==> src/rtl/demod_pkg.sv <==
// -----------------------------------------------------------------------------
// demod_pkg -- shared types and constants for the PRBS9 bit-error-rate checker.
//
// Contents:
//   state_e        : checker FSM state (SEARCH / LOCK)
//   PRBS_W         : PRBS9 register width
//   PRBS_TAP_HI/LO : register taps for x^9 + x^5 + 1 (bit 0 = newest bit)
//   LED_*          : status LED vector width and bit positions
//   prbs9_predict  : next PRBS9 bit predicted from the current register
// -----------------------------------------------------------------------------
package demod_pkg;

  typedef enum logic {
    ST_SEARCH = 1'b0,
    ST_LOCK   = 1'b1
  } state_e;

  localparam int PRBS_W      = 9;
  localparam int PRBS_TAP_HI = 8;  // bit received 9 symbols ago
  localparam int PRBS_TAP_LO = 4;  // bit received 5 symbols ago

  localparam int LED_W        = 4;
  localparam int LED_LOCK     = 0;
  localparam int LED_LAST_ERR = 1;
  localparam int LED_ERR_NZ   = 2;
  localparam int LED_SAT      = 3;

  function automatic logic prbs9_predict(input logic [PRBS_W-1:0] s);
    return s[PRBS_TAP_HI] ^ s[PRBS_TAP_LO];
  endfunction

endpackage : demod_pkg

==> src/rtl/prbs9_lfsr.sv <==
// -----------------------------------------------------------------------------
// prbs9_lfsr -- 9-bit PRBS9 reference register with prediction output.
//
// The register holds the last nine reference bits, newest in bit 0. On each
// shift it either takes an external bit (self-synchronising search mode) or
// its own predicted bit (free-running reference mode).
//
// Ports:
//   clock      in   system clock, rising edge
//   i_reset    in   synchronous active-high reset (register cleared)
//   i_shift_en in   advance the register by one bit
//   i_load_ext in   1: shift in i_ext_bit, 0: shift in own prediction
//   i_ext_bit  in   externally supplied bit (received decision)
//   o_state    out  current register contents
//   o_pred     out  predicted next bit = state[8] ^ state[4]
// -----------------------------------------------------------------------------
module prbs9_lfsr
  import demod_pkg::*;
(
  input  logic              clock,
  input  logic              i_reset,
  input  logic              i_shift_en,
  input  logic              i_load_ext,
  input  logic              i_ext_bit,
  output logic [PRBS_W-1:0] o_state,
  output logic              o_pred
);

  logic [PRBS_W-1:0] state_q, state_d;
  logic              in_bit;

  // NOTE: every signal driven in always_comb gets a default first, so no
  // path leaves it unassigned and no latch is inferred.
  always_comb begin
    o_pred  = prbs9_predict(state_q);
    in_bit  = i_load_ext ? i_ext_bit : o_pred;
    state_d = state_q;
    if (i_shift_en) begin
      state_d = {state_q[PRBS_W-2:0], in_bit};
    end
  end

  // NOTE: sequential state uses non-blocking assignments so every register
  // samples its pre-edge inputs regardless of statement order.
  always_ff @(posedge clock) begin
    if (i_reset) begin
      state_q <= '0;
    end else begin
      state_q <= state_d;
    end
  end

  assign o_state = state_q;

endmodule : prbs9_lfsr

==> src/rtl/demod_ber.sv <==
// -----------------------------------------------------------------------------
// demod_ber -- oversampled hard-decision demodulator with PRBS9 BER checker.
//
// A free-running phase counter picks one sample per symbol (the strobe). The
// sign of that sample is the decision bit. In SEARCH the decisions are shifted
// into a PRBS9 register until LOCK_THR consecutive predictions hit; in LOCK
// the register free-runs and every decision is scored against it.
//
// Optional feature (macro DEMOD_BER_AUTO_RELOCK_EN):
//   defined   : errors are counted over WIN-bit windows; a window ending with
//               LOSS_THR or more errors drops back to SEARCH (counters kept).
//   undefined : no window logic, LOCK is held until reset.
//
// Parameters: OS (samples/symbol, 2..8), NB (sample width), CNT_W (counter
//   width), LOCK_THR, WIN, LOSS_THR.
//
// Ports:
//   clock      in   system clock, rising edge
//   i_reset    in   synchronous active-high reset, overrides i_enable
//   i_enable   in   advance enable; low freezes all state and outputs
//   i_phase    in   sampling phase within a symbol
//   i_sample   in   signed received sample, one per clock
//   o_lock     out  PRBS9 alignment achieved
//   o_bit_cnt  out  bits checked while locked (saturating)
//   o_err_cnt  out  bit errors while locked (saturating)
//   o_leds     out  [0] lock, [1] last decision errored,
//                   [2] error count nonzero, [3] a counter saturated (sticky)
// -----------------------------------------------------------------------------
module demod_ber
  import demod_pkg::*;
#(
  parameter int OS       = 4,
  parameter int NB       = 8,
  parameter int CNT_W    = 32,
  parameter int LOCK_THR = 32,
  parameter int WIN      = 64,
  parameter int LOSS_THR = 16
) (
  input  logic                  clock,
  input  logic                  i_reset,
  input  logic                  i_enable,
  input  logic [$clog2(OS)-1:0] i_phase,
  input  logic [NB-1:0]         i_sample,
  output logic                  o_lock,
  output logic [CNT_W-1:0]      o_bit_cnt,
  output logic [CNT_W-1:0]      o_err_cnt,
  output logic [LED_W-1:0]      o_leds
);

  localparam int                PH_W    = $clog2(OS);
  localparam int                MATCH_W = $clog2(LOCK_THR + 1);
  localparam logic [CNT_W-1:0]  CNT_MAX = '1;
  localparam logic [PH_W-1:0]   PH_LAST = PH_W'(OS - 1);

  // Elaboration-time parameter sanity checks.
  if (OS < 2 || OS > 8) begin : g_bad_os
    $error("demod_ber: OS must be 2..8");
  end
  if (LOCK_THR < 1) begin : g_bad_lock_thr
    $error("demod_ber: LOCK_THR must be at least 1");
  end
  if (WIN < 1 || LOSS_THR > WIN) begin : g_bad_window
    $error("demod_ber: need WIN >= 1 and LOSS_THR <= WIN");
  end

  state_e             state_q, state_d;
  logic [PH_W-1:0]    phase_q, phase_d;
  logic [MATCH_W-1:0] match_q, match_d;
  logic [CNT_W-1:0]   bit_q, bit_d;
  logic [CNT_W-1:0]   err_q, err_d;
  logic               last_err_q, last_err_d;
  logic               sat_q, sat_d;

  logic               strobe;
  logic               decision;
  logic               pred;
  logic               mismatch;
  logic               lfsr_zero;
  logic [PRBS_W-1:0]  lfsr_state;

`ifdef DEMOD_BER_AUTO_RELOCK_EN
  localparam int WIN_W = $clog2(WIN + 1);
  logic [WIN_W-1:0] win_bits_q, win_bits_d;
  logic [WIN_W-1:0] win_errs_q, win_errs_d;
`endif

  // ---------------------------------------------------------------------------
  // Symbol timing and decision
  // ---------------------------------------------------------------------------
  // The comparison uses the live i_phase, so a phase change takes effect on
  // the very next comparison without disturbing the counter.
  assign phase_d  = (phase_q == PH_LAST) ? '0 : phase_q + 1'b1;
  assign strobe   = i_enable && (phase_q == i_phase);
  assign decision = ($signed(i_sample) < $signed(NB'(0)));

  // ---------------------------------------------------------------------------
  // Reference register: self-synchronising in SEARCH, free-running in LOCK
  // ---------------------------------------------------------------------------
  prbs9_lfsr u_lfsr (
    .clock      (clock),
    .i_reset    (i_reset),
    .i_shift_en (strobe),
    .i_load_ext (state_q == ST_SEARCH),
    .i_ext_bit  (decision),
    .o_state    (lfsr_state),
    .o_pred     (pred)
  );

  assign mismatch  = decision ^ pred;
  // An all-zero register predicts zero forever; matches against it would let
  // a constant positive input lock, so they are not counted.
  assign lfsr_zero = (lfsr_state == '0);

  // ---------------------------------------------------------------------------
  // FSM and counters: next state
  // ---------------------------------------------------------------------------
  always_comb begin
    state_d    = state_q;
    match_d    = match_q;
    bit_d      = bit_q;
    err_d      = err_q;
    last_err_d = last_err_q;
`ifdef DEMOD_BER_AUTO_RELOCK_EN
    win_bits_d = win_bits_q;
    win_errs_d = win_errs_q;
`endif

    if (strobe) begin
      last_err_d = mismatch;
      unique case (state_q)
        ST_SEARCH: begin
          if (lfsr_zero || mismatch) begin
            match_d = '0;
          end else begin
            match_d = match_q + 1'b1;
          end
          if (match_d == MATCH_W'(LOCK_THR)) begin
            // Lock entry starts a fresh measurement.
            state_d = ST_LOCK;
            match_d = '0;
            bit_d   = '0;
            err_d   = '0;
`ifdef DEMOD_BER_AUTO_RELOCK_EN
            win_bits_d = '0;
            win_errs_d = '0;
`endif
          end
        end

        ST_LOCK: begin
          if (bit_q != CNT_MAX) begin
            bit_d = bit_q + 1'b1;
          end
          if (mismatch && (err_q != CNT_MAX)) begin
            err_d = err_q + 1'b1;
          end
`ifdef DEMOD_BER_AUTO_RELOCK_EN
          win_bits_d = win_bits_q + 1'b1;
          win_errs_d = win_errs_q + WIN_W'(mismatch);
          if (win_bits_d == WIN_W'(WIN)) begin
            // Window closes: too many errors means alignment is gone.
            if (win_errs_d >= WIN_W'(LOSS_THR)) begin
              state_d = ST_SEARCH;
              match_d = '0;
            end
            win_bits_d = '0;
            win_errs_d = '0;
          end
`endif
        end

        default: begin
          state_d = ST_SEARCH;
        end
      endcase
    end

    // Sticky: once either counter hits all-ones the flag stays until reset,
    // even across a later lock entry that clears the counters.
    sat_d = sat_q | (bit_d == CNT_MAX) | (err_d == CNT_MAX);
  end

  // ---------------------------------------------------------------------------
  // State registers
  // ---------------------------------------------------------------------------
  always_ff @(posedge clock) begin
    if (i_reset) begin
      state_q    <= ST_SEARCH;
      phase_q    <= '0;
      match_q    <= '0;
      bit_q      <= '0;
      err_q      <= '0;
      last_err_q <= 1'b0;
      sat_q      <= 1'b0;
`ifdef DEMOD_BER_AUTO_RELOCK_EN
      win_bits_q <= '0;
      win_errs_q <= '0;
`endif
    end else if (i_enable) begin
      state_q    <= state_d;
      phase_q    <= phase_d;
      match_q    <= match_d;
      bit_q      <= bit_d;
      err_q      <= err_d;
      last_err_q <= last_err_d;
      sat_q      <= sat_d;
`ifdef DEMOD_BER_AUTO_RELOCK_EN
      win_bits_q <= win_bits_d;
      win_errs_q <= win_errs_d;
`endif
    end
  end

  // ---------------------------------------------------------------------------
  // Outputs: all derived from registers, one cycle after the strobe sample
  // ---------------------------------------------------------------------------
  assign o_lock    = (state_q == ST_LOCK);
  assign o_bit_cnt = bit_q;
  assign o_err_cnt = err_q;

  always_comb begin
    o_leds               = '0;
    o_leds[LED_LOCK]     = (state_q == ST_LOCK);
    o_leds[LED_LAST_ERR] = last_err_q;
    o_leds[LED_ERR_NZ]   = (err_q != '0);
    o_leds[LED_SAT]      = sat_q;
  end

endmodule : demod_ber

==> config.mk <==
export PLATFORM = sky130hd
export DESIGN_NAME = demod_ber
export DESIGN_NICKNAME = d
export VERILOG_FILES = /design/src/rtl/demod_pkg.sv /design/src/rtl/prbs9_lfsr.sv /design/src/rtl/demod_ber.sv
export SDC_FILE = /design/constraint.sdc
export NUM_CORES = 1
export LEC_CHECK = 0
export CORE_MARGIN = 2
export CORE_UTILIZATION = 25
export DETAILED_ROUTE_END_ITERATION = 10
export SYNTH_ARGS = -nofsm -noshare
export SYNTH_HDL_FRONTEND = slang
export SYNTH_HIERARCHICAL = 1
export SYNTH_SLANG_ARGS = --single-unit
==> constraint.sdc <==
create_clock -name clock -period 9.27 [get_ports clock]
set_input_delay 2.781 -clock clock [delete_from_list [all_inputs] [get_ports clock]]
set_output_delay 2.781 -clock clock [all_outputs]
set_load 0.01 [all_outputs]
==> flow_metrics.tcl, run 1 <==
set metrics [dict create \
    core-area_um2 20900 \
    use_met3 0.0317 \
    gp_congestion 0.880 \
    wirelength_mm 18.3 \
    slew_headroom 0.301 \
    cap_viol_max_count 0 \
    num_vias 5619 \
    finalSetupViolCount 0 \
    yosysWarnings 6 \
    holdBufCountCts 0 \
    cp.arrival_ns 6.70 \
    synth_seq_cells 84 \
    nFillCells 2259 \
    synth-main-ff-cell "dfxtp_1" \
    synth_edf_count 0 \
    first_iter_violations 610 \
    min_period_ns 6.46 \
    antenna-diode-count 0 \
    r2r_start "u_lfsr/o_state[4]" \
    htree_levels 3 \
    final_cell_mix "85 x nor2_1, 84 x dfxtp_1, 73 x clkdlybuf4s50_1, 54 x nand2_1, 50 x a21oi_1" \
    dp_hpwl_mm 13.0 \
    timing.hold.ws_ns 0.506 \
    crit_type "in2reg" \
    layout-drive-gt1-share 0.0679 \
    initial_core_util 0.254 \
    grt_remaining_overflow 0 \
    hold_viol 0 \
    cts_root_buf "clkbuf_16" \
    synthArstFlopShare 0 \
    register_area_um2 1680 \
    worst_slew_pin_slew_ns 1.04 \
    grt_pass1_vias 5020 \
    synth_seq_area_share 0.317 \
    slowest_stage "xnor2_1" \
    setup_ws_ns 2.81 \
    clkSinkCount 84 \
    cp-end-kind "flop" \
    clock_latency_ns 0.35 \
    cts_max_path_buffers 2 \
    ir_drop_uv 98.2 \
    skew_ns 0.0119 \
    crit_start "i_sample[7]" \
    rsz0062_at_grt "false" \
    cts_resized 0 \
    synth_area_per_cell_um2 7.75 \
    crit_chain "clkdlybuf4s50_1 -> xnor2_1 -> o41ai_4 -> a211oi_1 -> nand2_2 -> a32oi_1 -> o21ai_0 -> and4_1 -> a41o_1" \
    numCtsBuffers 9 \
    grt_busiest_layer "met2" \
    multiInputGateArea_um2 3380 \
    start_kind "input pin" \
    cts_tree "built" \
    post_dp_cell_area_um2 6210 \
    postCtsSetupRepairBufs 0 \
    die_w_um 150 \
    die_height_um 150 \
    grt_max_degree 72 \
    syn_nets 702 \
    cp_slowest_stage_delay_ns 0.84 \
    grt_antenna_before_repair 0 \
    powerDensity_nw_per_um2 120 \
    final_max_slew_viol_count 0 \
    critPathMaxFanout 19 \
    fin_nets 749 \
    place_ws_ns 2.48 \
    design.die.area_um2 22400 \
    area_growth_pct 23.3 \
    num_rows 53 \
    hp-class "reg2reg" \
    syn_inst 684 \
    design_area_um2 6540 \
    ios 82 \
    first_pass_iters 6 \
    final_common_cell "nor2_1" \
    status "completed" \
    antenna_left 0 \
    synth_area_um2 5300 \
    vias_per_cell 5.56 \
    routedWlPerCell_um 18.1 \
    clkTransAtPathRegs_ns 0.06 \
    io_buffers 74 \
    fin_setup_tns_ns 0 \
    max_freq_mhz 155 \
    holdCritStartpoint "last_err_q" \
    fin_crit_sh 0.697 \
    drc 0 \
    grt_use_met2 0.252 \
    grt_first_pass_wirelength_mm 28.4 \
    synth_cell_types 72 \
    track_usage 0.162 \
    cp.required_ns 9.50 \
    power_leakage_nw 2.06 \
    groute.layer.met1.usage 0.224 \
]
[power by group]
part / switching, mW / internal (mW) / total [mW]
Clock: 0.154 / 0.243 / 0.398
Combinational: 0.0168 / 0.00816 / 0.0250
Sequential: 0.00122 / 0.362 / 0.363
[metrics by stage]
stage / util / total power [mW] / instances
final: 0.313 / 0.786 / 1011
after global routing: 0.313 / 0.813 / 1011
after CTS: 0.313 / 0.797 / 1011
after detailed placement: 0.297 / 0.397 / 995
after global placement: 0.297 / 0.396 / 995
after floorplan: - / 0.389 / 684
[final cells by class]
type,instances,share of cell area
Timing Repair Buffer,77,0.116
Tap cell,275,0.0526
Multi-Input combinational cell,546,0.517
Inverter,13,0.00747
Clock inverter,6,0.0134
Sequential cell,84,0.257
Clock buffer,10,0.0366
[layer usage]
layer | wire length, um | share of wire | up-vias
met5 | 0 | 0 | -
met4 | 370 | 0.020 | 0
met3 | 1430 | 0.078 | 29
met2 | 8210 | 0.45 | 259
met1 | 8240 | 0.45 | 2639
li1 | - | - | 2692
[Yosys cell counts, drive strengths merged (3+ instances only)]
master,number,share of area
ha,5,0.012
a22oi,7,0.0099
or3,10,0.013
a2111oi,3,0.0085
nor3b,4,0.0057
dfxtp,84,0.32
inv,13,0.0092
o21a,5,0.0071
nand3b,4,0.0057
o211ai,8,0.011
a211o,4,0.0066
nor2b,18,0.021
a31o,6,0.0099
nand4,31,0.038
nand2,55,0.039
buf,14,0.017
and4,8,0.013
a21oi,51,0.050
mux2,5,0.011
a21o,8,0.011
and3,18,0.021
xnor2,4,0.0066
nor4,25,0.038
nor4b,3,0.0078
o21ai,23,0.022
a41o,3,0.0057
o31a,5,0.0083
xor2,3,0.0050
nand3,39,0.037
nor2,85,0.060
or2,4,0.0047
clkbuf,27,0.019
or4,7,0.011
nand4b,3,0.0050
a211oi,9,0.014
nand2b,3,0.0035
nor3,27,0.025
o31ai,4,0.0057
a31oi,11,0.014
mux2i,16,0.030
[sequential cells by signal, indices dropped and copies added (netlist names)]
signal and cells:
o_bit_cnt 32, o_err_cnt 32, u_lfsr/o_state 9, match_q 6, phase_q 2, last_err_q 1
o_lock 1, sat_q 1
[worst max-delay path: cells and delay by family]
family                    cells  cell delay, ns
AOI/OAI and AO/OA             5            1.80
xor gates and xnor gates      1            0.84
and+or+nand+nor               2            0.79
buffers and inverters         1            0.48
[cell families after synthesis]
logic type | share of synthesized area
adders and majority gates | 0.0118
xor gates and xnor gates | 0.0116
muxes | 0.0408
and+or+nand+nor | 0.361
AOI/OAI and AO/OA | 0.212
DFF | 0.317
buffers and inverters | 0.0456
[path summary, 6_finish.rpt]
| path | slack, ns | end | cells past startpoint |
|---|---|---|---|
| worst min register to register | 0.51 | last_err_q | 2 |
| worst min-delay path | 0.51 | last_err_q | 2 |
| worst max-delay path | 2.81 | sat_q | 9 |
| worst max register to register | 5.11 | sat_q | 9 |
(Power assumes the default switching activity.)
==> inputs of run 2 (changes only) <==
==> constraint.sdc (replaced) <==
create_clock -name clock -period 5.9 [get_ports clock]
set_input_delay 1.77 -clock clock [delete_from_list [all_inputs] [get_ports clock]]
set_output_delay 1.77 -clock clock [all_outputs]
set_load 0.01 [all_outputs]
==> run 2 against run 1 <==
Routed wire length about the same. Register-to-register slack worse by 3.0 ns. Sequential share of layout area down 0.24 points. Flip-flop and latch count unchanged. Worst setup slack worse by 1.8 ns. Combinational power up 55%. Cell area up 0.94%. Critical path depth up 1. First-iteration DRC count down 9.3%. Core utilization up 0.29 points. Non-clock buffer count up 12. Clock-buffer cell count up 3.
==> flow_metrics.tcl, run 2 (same netlist as run 1, synthesis figures left out) <==
set metrics [dict create \
    status "completed" \
    gp_congestion 0.921 \
    holdBufCountCts 0 \
    design.die.area_um2 22400 \
    max_freq_mhz 206 \
    setup_ws_ns 1.05 \
    cp-end-kind "flop" \
    dp_hpwl_mm 13.1 \
    holdCritStartpoint "match_q[0]" \
    vias_per_cell 5.57 \
    power_leakage_nw 2.10 \
    grt_pass1_vias 5161 \
    critPathMaxFanout 4 \
    rsz0062_at_grt "false" \
    cts_resized 0 \
    grt_antenna_before_repair 0 \
    fin_util 0.316 \
    stdcell_count 1022 \
    cts_max_path_buffers 2 \
    crit_type "in2reg" \
    area_growth_pct 24.5 \
    layout-drive-gt1-share 0.0776 \
    numCtsBuffers 9 \
    hold_viol 0 \
    cts_tree "built" \
    first_pass_iters 5 \
    final_max_slew_viol_count 0 \
    place_ws_ns 0.776 \
    antenna_left 0 \
    htree_levels 3 \
    grt_first_pass_wirelength_mm 28.5 \
    fin_setup_tns_ns 0 \
    final_common_cell "nor2_1" \
    skew_ns 0.0105 \
    cp.required_ns 6.19 \
    first_iter_violations 553 \
    nFillCells 2202 \
    num_rows 53 \
    io_buffers 74 \
    ir_drop_uv 134 \
    drc 0 \
    register_area_um2 1680 \
    rr_worst_depth 9 \
    cap_viol_max_count 0 \
    min_period_ns 4.85 \
    cts_root_buf "clkbuf_16" \
    timing.hold.ws_ns 0.494 \
    worst_slew_pin_slew_ns 0.896 \
    powerDensity_nw_per_um2 179 \
    ios 82 \
    track_usage 0.163 \
    r2r_start "o_err_cnt[6]" \
    cp.arrival_ns 5.14 \
    num_vias 5694 \
    finalSetupViolCount 0 \
    wirelength_mm 18.3 \
    antenna-diode-count 0 \
    multiInputGateArea_um2 3380 \
    fin_crit_sh 0.822 \
    start_kind "input pin" \
    crit_start "i_sample[7]" \
    initial_core_util 0.254 \
    core-area_um2 20900 \
    hold_depth 2 \
    final_cell_mix "85 x nor2_1, 84 x dfxtp_1, 73 x clkdlybuf4s50_1, 54 x nand2_1, 50 x a21oi_1" \
    postCtsSetupRepairBufs 0 \
    dp_cells 1007 \
    clkTransAtPathRegs_ns 0.06 \
    clock_latency_ns 0.35 \
    routedWlPerCell_um 17.9 \
    die_w_um 150 \
    slew_headroom 0.403 \
    fin_nets 761 \
    die_height_um 150 \
    clkSinkCount 84 \
    grt_max_degree 87 \
    hp-class "reg2reg" \
    grt_remaining_overflow 0 \
]
run 2: where the power goes:
group          total [mW]  internal, mW  switching [mW]
Sequential          0.571         0.569         0.00182
Combinational      0.0388        0.0132          0.0256
Clock               0.569         0.337           0.232
run 2: worst max-delay path: stages:
cell and delay (ns):
clkdlybuf4s50_1 0.48, xnor2_1 0.29, or3_4 0.50, a31oi_2 0.28
nand3_1 0.17, or4_1 0.42, a211oi_1 0.36, nand4_1 0.20
o41ai_1 0.49, a41o_1 0.17
run 2: area by class of cell:
type                       instances  area share
clock buffer                      13      0.0379
clock inverter                     2     0.00531
inverter                          13     0.00740
multi-input combinational        546       0.512
sequential                        84       0.255
tap                              275      0.0522
timing repair buffer              89       0.130
run 2: final timing paths:
path              slack (ns)          to
setup / recovery        1.05       sat_q
hold / removal          0.49  match_q[0]
setup reg to reg        2.08       sat_q
hold reg to reg         0.49  match_q[0]
run 2: metal layers:
layer / track usage / vias to the layer above / wire length, um
met5: 0 / - / 0
met4: 0.0624 / 0 / 555
met3: 0.0375 / 39 / 1510
met2: 0.252 / 262 / 8150
met1: 0.219 / 2689 / 8050
li1: - / 2704 / -
run 2: through the flow:
step | cell area, um2 | power (mW)
global route | 6600 | 1.22
CTS | 6600 | 1.19
finish | 6600 | 1.18
detailed placement | 6310 | 0.624
global placement | 6310 | 0.623
floorplan | 5300 | 0.612
==> inputs of run 3 (changes only) <==
==> constraint.sdc (replaced) <==
create_clock -name clock -period 4 [get_ports clock]
set_input_delay 1.2 -clock clock [delete_from_list [all_inputs] [get_ports clock]]
set_output_delay 1.2 -clock clock [all_outputs]
set_load 0.01 [all_outputs]
==> run 3 against run 2 <==
Largest cell class unchanged. Power rose by 43%. Via count rose by 4.3%. Critical endpoint unchanged. First-iteration DRC count rose by 4.2%. Highest routed layer unchanged. Critical path type unchanged.
==> flow_metrics.tcl, run 3 (same netlist as run 1, synthesis figures left out) <==
set metrics [dict create \
    cp.required_ns 4.29 \
    hp-class "reg2reg" \
    hold_viol 0 \
    min_period_ns 3.94 \
    grt_antenna_before_repair 0 \
    register_area_um2 1680 \
    grt_pass1_vias 5525 \
    clkSinkCount 84 \
    htree_levels 3 \
    skew_ns 0.00778 \
    max_freq_mhz 254 \
    rsz0062_at_grt "false" \
    crit_chain "clkdlybuf4s50_1 -> xnor2_2 -> or3_4 -> a31oi_4 -> nand3_1 -> or2_2 -> a211oi_1 -> nand4_1 -> o41ai_2 -> buf_4 -> a41o_1" \
    initial_core_util 0.254 \
    clkTransAtPathRegs_ns 0.06 \
    power_leakage_nw 2.51 \
    cap_viol_max_count 0 \
    design_area_um2 7240 \
    die_height_um 150 \
    num_vias 5936 \
    fin_nets 843 \
    slowest_stage "or3_4" \
    first_iter_violations 576 \
    wirelength_mm 19.4 \
    grt_max_degree 67 \
    num_rows 53 \
    start_kind "input pin" \
    multiInputGateArea_um2 3430 \
    status "completed" \
    cts_max_path_buffers 2 \
    fin_crit_sh 0.985 \
    cp-end-kind "flop" \
    post_dp_cell_area_um2 6930 \
    holdBufCountCts 0 \
    core-area_um2 20900 \
    grt_remaining_overflow 0 \
    critPathMaxFanout 6 \
    r2r_start "o_err_cnt[5]" \
    nFillCells 2212 \
    postCtsSetupRepairBufs 0 \
    ir_drop_uv 190 \
    track_usage 0.176 \
    dp_hpwl_mm 14.3 \
    r2r_end "sat_q" \
    final_common_cell "buf_4" \
    final_cell_mix "96 x buf_4, 85 x nor2_1, 84 x dfxtp_1, 73 x clkdlybuf4s50_1, 54 x nand2_1" \
    fin_setup_tns_ns 0 \
    fin_util 0.347 \
    antenna_left 0 \
    design.die.area_um2 22400 \
    totalPowerFinal_mw 1.69 \
    ff2ff_setup_slack_ns 0.48 \
    rr_worst_depth 11 \
    first_pass_iters 5 \
    cp_slowest_stage_delay_ns 0.48 \
    gp_congestion 0.918 \
    endpoint "sat_q" \
    crit_start "i_sample[7]" \
    ios 82 \
    slew_headroom 0.514 \
    stdcell_count 1104 \
    numCtsBuffers 9 \
    dp_cells 1089 \
    worst_slew_pin_slew_ns 0.728 \
    cts_root_buf "clkbuf_16" \
    cts_tree "built" \
    area_growth_pct 36.6 \
    drc 0 \
    crit_type "in2reg" \
    antenna-diode-count 0 \
    grt_first_pass_wirelength_mm 30.6 \
    vias_per_cell 5.38 \
    layout-drive-gt1-share 0.177 \
    cp.arrival_ns 4.23 \
    final_max_slew_viol_count 0 \
    powerDensity_nw_per_um2 233 \
    io_buffers 74 \
    clock_latency_ns 0.35 \
    die_w_um 150 \
    routedWlPerCell_um 17.6 \
    finalSetupViolCount 0 \
]
run 3: cell count changes in the layout (fill, tap and decap cells not counted), moves of 2 or more:
| cell | before | now |
|---|---|---|
| clkinv_4 | 0 | 2 |
| xnor2_2 | 0 | 3 |
| buf_4 | 14 | 96 |
| xnor2_1 | 4 | 1 |
run 3: worst max-delay path, delay by kind of cell:
family	cells	cell delay (ns)
buffers and inverters	2	0.62
XOR/XNOR	1	0.23
AO/OA/AOI/OAI	4	1.01
AND/OR/NAND/NOR	4	1.18
run 3: power by group:
group	switching [mW]	internal [mW]
combinational	0.0406	0.0296
sequential	0.00345	0.840
clock	0.359	0.418
total	0.403	1.29
run 3: worst min path at each step:
stage                     slack, ns        from          to  depth (start not counted)
after CTS                      0.50  match_q[0]  match_q[0]                          2
final                          0.50  match_q[0]  match_q[0]                          2
after floorplan                0.47  match_q[0]  match_q[0]                          2
after global routing           0.54  match_q[0]  match_q[0]                          2
after global placement         0.48  match_q[0]  match_q[0]                          2
after detailed placement       0.49  match_q[0]  match_q[0]                          2
run 3: cell type report:
type,instances,share of cell area
sequential,84,0.232
inverter,13,0.00674
multi-input combinational,546,0.474
tap,275,0.0475
clock buffer,11,0.0321
clock inverter,4,0.00380
timing repair buffer,171,0.204
run 3: through the flow:
stage	setup WS [ns]	hold WS, ns
after CTS	0.0248	0.503
after global placement	-0.433	0.481
after global routing	0.0206	0.543
after detailed placement	-0.453	0.491
final	0.0605	0.498
after floorplan	0.455	0.466
run 3: what timing repair did:
| action | in CTS | in global routing |
|---|---|---|
| cloned | 0 | 0 |
| setup endpoints to repair | 1 | 1 |
| hold endpoints to repair | 0 | 0 |
| resized for setup | 2 | 6 |
run 3: per-layer routing:
metal,up-vias,wire length (um),GRT usage,share of wire
li1,2843,-,-,-
met5,-,0,0,0
met2,234,8620,0.269,0.44
met3,43,1520,0.0427,0.078
met1,2816,8710,0.239,0.45
met4,0,545,0.0662,0.028
